$ cat src/rtl/fetch_pkg.sv
// Shared types for the fetch-stage sequencer:
// FSM states, redirect sources and instruction size.
package fetch_pkg;

  typedef enum logic [1:0] {
    BOOT,
    RUN,
    MEM_WAIT,
    REDIR_PEND
  } fetch_state_e;

  // Encoding order doubles as priority: lower value wins.
  typedef enum logic [1:0] {
    NONE,
    TRAP,
    BRANCH,
    JUMP
  } redir_src_e;

  localparam int unsigned INSTR_BYTES = 4;

endpackage

$ cat src/rtl/fetch_ctrl_redirect_sel.sv
// Priority select among trap, branch and jump redirects,
// with misaligned targets forced onto the trap vector.
module redirect_sel
  import fetch_pkg::*;
#(
  parameter int          AW          = 14,
  parameter logic [63:0] TRAP_VECTOR = 64'h100
) (
  input  logic          i_trap_req,
  input  logic          i_br_taken,
  input  logic [AW-1:0] i_br_target,
  input  logic          i_jmp,
  input  logic [AW-1:0] i_jmp_target,
  output logic [AW-1:0] o_target,
  output redir_src_e    o_src,
  output logic          o_misalign
);

  localparam logic [AW-1:0] TRAP_A = TRAP_VECTOR[AW-1:0];

  logic [AW-1:0] w_raw;

  always_comb begin
    w_raw = '0;
    o_src = NONE;
    if (i_trap_req) begin
      o_src = TRAP;
      w_raw = TRAP_A;
    end else if (i_br_taken) begin
      o_src = BRANCH;
      w_raw = i_br_target;
    end else if (i_jmp) begin
      o_src = JUMP;
      w_raw = i_jmp_target;
    end
  end

  assign o_misalign = (o_src != NONE) && (w_raw[1:0] != 2'b00);
  assign o_target   = o_misalign ? TRAP_A : w_raw;

endmodule

$ cat src/rtl/fetch_ctrl.sv
// Fetch-stage sequencer: next-PC selection, PC stall,
// front-end flushes and instruction-memory wait handling.
module fetch_ctrl
  import fetch_pkg::*;
#(
  parameter int          INST_MEMORY_SIZE = 16384,
  parameter int          ADDR_WIDTH       = $clog2(INST_MEMORY_SIZE),
  parameter logic [63:0] RESET_VECTOR     = 64'h0,
  parameter logic [63:0] TRAP_VECTOR      = 64'h100
) (
  input  logic        clk,
  input  logic        reset_n,
  input  logic [63:0] pc_cur,
  input  logic        hazard_stall,
  input  logic        br_taken_ex,
  input  logic [63:0] br_target_ex,
  input  logic        jmp_id,
  input  logic [63:0] jmp_target_id,
  input  logic        trap_req,
  input  logic        imem_ready,
  output logic [63:0] pc_next,
  output logic        pc_stall,
  output logic        if_id_flush,
  output logic        id_ex_flush,
  output logic        fetch_valid,
  output logic        misalign_err
);

  localparam int            AW    = ADDR_WIDTH;
  localparam logic [AW-1:0] RST_A = RESET_VECTOR[AW-1:0];
  localparam logic [AW-1:0] STEP  = AW'(INSTR_BYTES);

  fetch_state_e  r_state;
  logic [AW-1:0] r_pend_tgt;
  redir_src_e    r_pend_src;

  fetch_state_e  w_state_n;
  logic [AW-1:0] w_pend_tgt_n;
  redir_src_e    w_pend_src_n;
  logic [AW-1:0] w_pc;
  logic          w_stall;
  logic          w_if_fl;
  logic          w_ex_fl;
  logic          w_fv;
  logic          w_mis;

  logic [AW-1:0] w_sel_tgt;
  redir_src_e    w_sel_src;
  logic          w_sel_mis;
  logic          w_req;
  logic          w_ex_req;
  logic          w_take;
  logic          w_unused;

  redirect_sel #(
    .AW          (AW),
    .TRAP_VECTOR (TRAP_VECTOR)
  ) u_sel (
    .i_trap_req   (trap_req),
    .i_br_taken   (br_taken_ex),
    .i_br_target  (br_target_ex[AW-1:0]),
    .i_jmp        (jmp_id),
    .i_jmp_target (jmp_target_id[AW-1:0]),
    .o_target     (w_sel_tgt),
    .o_src        (w_sel_src),
    .o_misalign   (w_sel_mis)
  );

  assign w_req    = (w_sel_src != NONE);
  assign w_ex_req = (w_sel_src == TRAP) ||
                    (w_sel_src == BRANCH) ||
                    w_sel_mis;
  assign w_take   = w_req && (w_sel_src < r_pend_src);

  always_comb begin
    w_state_n    = r_state;
    w_pend_tgt_n = r_pend_tgt;
    w_pend_src_n = r_pend_src;
    w_pc         = pc_cur[AW-1:0];
    w_stall      = 1'b1;
    w_if_fl      = 1'b0;
    w_ex_fl      = 1'b0;
    w_fv         = 1'b0;
    w_mis        = 1'b0;
    if (!reset_n) begin
      w_pc = RST_A;
    end else begin
      unique case (r_state)
        BOOT: begin
          w_pc      = RST_A;
          w_state_n = RUN;
        end
        RUN: begin
          w_fv = imem_ready;
          if (w_req) begin
            w_pc    = w_sel_tgt;
            w_stall = 1'b0;
            w_if_fl = 1'b1;
            w_ex_fl = w_ex_req;
            w_mis   = w_sel_mis;
          end else if (hazard_stall || !imem_ready) begin
            w_state_n = imem_ready ? RUN : MEM_WAIT;
          end else begin
            w_pc    = pc_cur[AW-1:0] + STEP;
            w_stall = 1'b0;
          end
        end
        MEM_WAIT: begin
          if (w_req) begin
            w_if_fl      = 1'b1;
            w_ex_fl      = w_ex_req;
            w_mis        = w_sel_mis;
            w_pend_tgt_n = w_sel_tgt;
            w_pend_src_n = w_sel_src;
            w_state_n    = REDIR_PEND;
          end else if (imem_ready) begin
            w_state_n = RUN;
          end
        end
        REDIR_PEND: begin
          // Only a strictly higher-priority source replaces the pending one.
          if (w_take) begin
            w_if_fl      = 1'b1;
            w_ex_fl      = w_ex_req;
            w_mis        = w_sel_mis;
            w_pend_tgt_n = w_sel_tgt;
            w_pend_src_n = w_sel_src;
          end
          if (imem_ready) begin
            w_pc         = w_pend_tgt_n;
            w_stall      = 1'b0;
            w_if_fl      = 1'b1;
            w_pend_src_n = NONE;
            w_state_n    = RUN;
          end
        end
      endcase
    end
  end

  always_ff @(posedge clk) begin
    if (!reset_n) begin
      r_state    <= BOOT;
      r_pend_tgt <= '0;
      r_pend_src <= NONE;
    end else begin
      r_state    <= w_state_n;
      r_pend_tgt <= w_pend_tgt_n;
      r_pend_src <= w_pend_src_n;
    end
  end

  assign pc_next      = {{(64-AW){1'b0}}, w_pc};
  assign pc_stall     = w_stall;
  assign if_id_flush  = w_if_fl;
  assign id_ex_flush  = w_ex_fl;
  assign fetch_valid  = w_fv;
  assign misalign_err = w_mis;

  assign w_unused = &{1'b0,
                      pc_cur[63:AW],
                      br_target_ex[63:AW],
                      jmp_target_id[63:AW]};

endmodule

$ cat config.mk
export PLATFORM = sky130hd
export DESIGN_NAME = fetch_ctrl
export DESIGN_NICKNAME = d
export VERILOG_FILES = /design/src/rtl/fetch_pkg.sv /design/src/rtl/fetch_ctrl_redirect_sel.sv /design/src/rtl/fetch_ctrl.sv
export SDC_FILE = /design/constraint.sdc
export NUM_CORES = 1
export LEC_CHECK = 0
export ABC_AREA = 1
export CAP_MARGIN = 10
export CORE_AREA = 2 2 103 105
export DETAILED_ROUTE_END_ITERATION = 10
export DIE_AREA = 0 0 105 107
export GPL_ROUTABILITY_DRIVEN = 0
export PLACE_DENSITY = 0.82
export SLEW_MARGIN = 25
export SYNTH_ARGS = -nofsm -noshare
export SYNTH_HDL_FRONTEND = slang
export SYNTH_HIERARCHICAL = 1
export SYNTH_SLANG_ARGS = --single-unit
$ cat constraint.sdc
create_clock -name clk -period 2.4 [get_ports clk]
set_clock_uncertainty 0.05 [all_clocks]
set_input_delay 0.24 -clock clk [delete_from_list [all_inputs] [get_ports clk]]
set_output_delay 0.24 -clock clk [all_outputs]
set_load 0.02 [all_outputs]
==> PnR_summary.wiki, run 1 <==
{| class="wikitable"
! Metric !! Value
|-
| Slowest cell delay on critical path || 0.26 ns
|-
| Average vias per placed instance || 4.660
|-
| Clock network latency to the later pin of the worst-skew pair || 0.26 ns
|-
| Total core area || 10090 sq um
|-
| Die height || 107 microns
|-
| Worst path required time || 2.11 ns
|-
| Vias in the first global route || 3471
|-
| Period utilisation layout || 99.62%
|-
| Total via count after detailed routing || 3714
|-
| Row cnt || 37
|-
| Most repeated library cell on the critical path || sky130_fd_sc_hd__buf_4
|-
| Post-DP HPWL || 7.454 mm
|-
| Worst-path maximum fanout || 4
|-
| Final count of hold timing violations || 0
|-
| Worst Hold Path Cells || 2
|-
| Top-level port count || 268
|-
| Fin. max-slew vios || 0
|-
| Clock period minus final worst setup slack || 2.391 ns
|-
| Final setup vio count || 0
|-
| Starting DRT DRC Count || 282
|-
| Detail-routed net length per standard cell || 12.09 microns
|-
| Flip-flop and latch count after synthesis || 18
|-
| Sequential-to-total area share from yosys stat || 11.97%
|-
| Root cell of the clock tree || sky130_fd_sc_hd__clkbuf_8
|-
| Synthesized area divided by synthesized cell count || 5.608 sq um
|-
| Pin count of the biggest net entering global routing || 19
|-
| Initial cell density of the core || 29.84%
|-
| Data arrival at the endpoint of the critical path || 2.10 ns
|-
| Fraction of registers with async set/reset || 0%
|-
| Result of the run || finished, final reports clean
|-
| Die boundary width || 105 microns
|-
| Worst r2r dst || r_pend_src[0]
|-
| Fraction of layout instances using a drive strength above 1 || 25.61%
|-
| Setup CP Type || in2out
|-
| FF-to-FF setup slack || 0.61 ns
|-
| Clock Sinks || 18
|-
| HP Start || r_state[1]
|-
| Area contributors post-synth || sky130_fd_sc_hd__nand2_1 18%, sky130_fd_sc_hd__buf_4 14%, sky130_fd_sc_hd__dfxtp_1 12%
|-
| Library cell with the largest summed area after synthesis || sky130_fd_sc_hd__nand2_1
|-
| Antenna violations before repair || 1
|-
| Depth of the worst register-to-register path || 7
|-
| Core utilization of the finished layout || 41.94%
|-
| Start of the worst register-to-register path || r_state[0]
|-
| Worst-margin pin slew || 0.4993 ns
|-
| Worst-case clock buffer depth || 2
|-
| P_leak || 0.002173 uW
|-
| Setup repair after global routing missed its margin || yes
|-
| Max stage delay cell, worst path || sky130_fd_sc_hd__ha_1
|-
| First drt pass iteration count || 5
|-
| Power Dens Cells || 334.2 nW/um^2
|-
| Commonest register cell after synthesis || sky130_fd_sc_hd__dfxtp_1
|-
| Startpoint type of the worst setup path || input port
|-
| Hold buffer count at CTS || 0
|-
| Peak clock frequency supported by timing || 0.4182 GHz
|-
| NumNets Final || 867
|-
| Count of warnings emitted by yosys || 6
|-
| First-pass GRT wire length || 15.64 mm
|-
| Overall die area || 11240 sq um
|-
| Number of I/O port buffers || 67
|-
| Distinct cell type count after synthesis || 35
|-
| Total global-route track usage || 16.54%
|-
| Placed insts || 781
|-
| Final routed DRC violation total || 0
|-
| Global route overflow || 0
|-
| Total Routed Length || 9.633 mm
|-
| Class of the most critical hold timing path || reg2reg
|-
| Remaining max-slew budget at the tightest pin || 66.68%
|-
| Number of enable flip-flop cells after synthesis || 0
|-
| CTS tree || built
|-
| Deepest level of the CTS H-tree || 1
|-
| Fraction of synthesized cell area taken by the top area cell type || 17.70%
|-
| Antenna viol nets, final || 0
|-
| Area added between synthesis and finish || 40.55%
|-
| Number of instances in the synthesized netlist || 537
|-
| CP cell instances || dlygate4sd2_1, buf_4, a21oi_4, ha_1, nand2_2, nand3_4, buf_4, or2_2, o21ai_0, inv_1, nand2_1, a21oi_1, buf_4
|-
| Clock-pin slew reported for the worst setup and hold paths after clock tree synthesis || 0.07 ns
|-
| Max-cap check violation count || 0
|-
| Crit. End Element || output port
|-
| VDD IR max || 388.6 uV
|-
| Setup TNS || 0 ns
|-
| Clock buffers created by TritonCTS || 3
|-
| Capture endpoint of the worst hold path || r_state[1]
|-
| Final total power || 1415 uW
|-
| Post-synthesis instance area || 3012 sq um
|-
| Number of non-filler instances in the completed layout || 797
|}
-- sequential cells by signal (all words and copies together), names as in the netlist --
signal      cells
r_state         2
r_pend_tgt     14
r_pend_src      2
-- Yosys cell counts (2+ instances only) --
master                     number
sky130_fd_sc_hd__a211oi_1       3
sky130_fd_sc_hd__a21oi_1       55
sky130_fd_sc_hd__a21oi_2        2
sky130_fd_sc_hd__buf_2          7
sky130_fd_sc_hd__buf_4         56
sky130_fd_sc_hd__buf_6          3
sky130_fd_sc_hd__clkbuf_1       5
sky130_fd_sc_hd__conb_1         2
sky130_fd_sc_hd__dfxtp_1       18
sky130_fd_sc_hd__ha_1           7
sky130_fd_sc_hd__inv_1         56
sky130_fd_sc_hd__inv_2          8
sky130_fd_sc_hd__nand2_1      142
sky130_fd_sc_hd__nand2_2       12
sky130_fd_sc_hd__nand3_1       46
sky130_fd_sc_hd__nand3_2        4
sky130_fd_sc_hd__nand4_1        3
sky130_fd_sc_hd__nor2_1        35
sky130_fd_sc_hd__nor2_2        13
sky130_fd_sc_hd__nor2_4         3
sky130_fd_sc_hd__nor3_1         5
sky130_fd_sc_hd__o21ai_0       34
sky130_fd_sc_hd__o21ai_1        4
sky130_fd_sc_hd__or2_2          3
-- metrics by stage --
step	area (sq um)	hold slack (ns)	worst slack, ns
after global placement	4004	0.4411	-0.7359
after global routing	4233	0.5051	-0.06307
after floorplan	3199	0.3284	0.05421
after CTS	4135	0.4661	0.01679
after detailed placement	4004	0.4561	-0.8019
final	4233	0.4614	0.009021
-- cells in the final DEF (no fill, tap or decap), types with 3 or more instances in the layout --
cell	netlist	layout
sky130_fd_sc_hd__nand2_1	142	140
sky130_fd_sc_hd__buf_4	56	70
sky130_fd_sc_hd__inv_1	56	53
sky130_fd_sc_hd__a21oi_1	55	53
sky130_fd_sc_hd__conb_1	2	52
sky130_fd_sc_hd__clkdlybuf4s50_1	0	46
sky130_fd_sc_hd__nand3_1	46	44
sky130_fd_sc_hd__o21ai_0	34	33
sky130_fd_sc_hd__nor2_1	35	27
sky130_fd_sc_hd__dfxtp_1	18	18
sky130_fd_sc_hd__nor2_2	13	15
sky130_fd_sc_hd__nand2_2	12	13
sky130_fd_sc_hd__buf_2	7	13
sky130_fd_sc_hd__inv_2	8	10
sky130_fd_sc_hd__nor2_4	3	9
sky130_fd_sc_hd__ha_1	7	6
sky130_fd_sc_hd__nand3_2	4	5
sky130_fd_sc_hd__o21ai_1	4	4
sky130_fd_sc_hd__nor3_1	5	4
sky130_fd_sc_hd__clkbuf_8	1	4
sky130_fd_sc_hd__buf_6	3	4
sky130_fd_sc_hd__buf_12	0	4
sky130_fd_sc_hd__nand4_1	3	3
sky130_fd_sc_hd__nand2_4	1	3
sky130_fd_sc_hd__a21oi_2	2	3
sky130_fd_sc_hd__or2_2	3	3
sky130_fd_sc_hd__a211oi_1	3	3
sky130_fd_sc_hd__clkdlybuf4s15_2	0	3
-- critical path, delay by kind of cell --
family                     cells  cell delay (ns)
AOI/OAI and AO/OA              3             0.28
buffers and inverters          5             0.78
adders and majority gates      1             0.26
and+or+nand+nor                4             0.54
-- metal layers --
| metal | track usage (%) | wire [microns] |
|---|---|---|
| met1 | 20.76 | 4072 |
| met2 | 29.78 | 4727 |
| met3 | 2.006 | 614 |
| met4 | 4.476 | 218 |
| met5 | 0 | 0 |
-- worst max path at each step --
stage | start | end | slack (ns)
final | trap_req | pc_next[3] | 0.009
after global routing | trap_req | pc_next[3] | -0.06
after CTS | br_taken_ex | pc_next[6] | 0.02
after detailed placement | br_taken_ex | pc_next[8] | -0.80
after global placement | jmp_id | pc_next[8] | -0.74
after floorplan | br_taken_ex | if_id_flush | 0.05
-- cell families (layout without fill, tap and decap cells) --
group                      Yosys count  in the layout  share of synthesized area [%]
DFF                                 18             18                          11.97
buffers and inverters              142            214                          27.63
AOI/OAI and AO/OA                  101            101                          17.45
other                                2             53                         0.2494
adders and majority gates            7              7                          2.908
and+or+nand+nor                    267            268                          39.80
-- layout make-up --
| cell class | instances | area, sq um |
|---|---|---|
| Antenna cell | 1 | 2.502 |
| Clock buffer | 4 | 55.05 |
| Inverter | 67 | 279.0 |
| Sequential cell | 18 | 360.3 |
| Timing Repair Buffer | 143 | 1234 |
| Multi-Input combinational cell | 428 | 2132 |
| Tap cell | 136 | 170.2 |
| Fill cell | 1082 | 5859 |
-- timing repair --
action | CTS | global route
resized for setup | 101 | 16
buffers inserted | 4 | 6
pin swaps | 6 | 9
gates cloned | 0 | 1
endpoints found under the setup margin | 18 | 18
-- power breakdown --
part,switching (uW),leakage (uW),total (uW),internal (uW)
combinational,479,0.00200,827,349
clock,111,0.0000288,257,146
sequential,12.4,0.000146,330,318
Note: power is estimated with default switching activity, not from simulation.
==> run 2, diff against run 1 <==
--- a/config.mk
+++ b/config.mk
@@ -8,6 +8,7 @@
 export ABC_AREA = 1
 export CAP_MARGIN = 10
 export CORE_AREA = 2 2 103 105
+export CTS_CLUSTER_DIAMETER = 40
 export DETAILED_ROUTE_END_ITERATION = 10
 export DIE_AREA = 0 0 105 107
 export GPL_ROUTABILITY_DRIVEN = 0
==> results of run 2 <==
No change in the layout: final DEF, timing and power equal those of run 1.
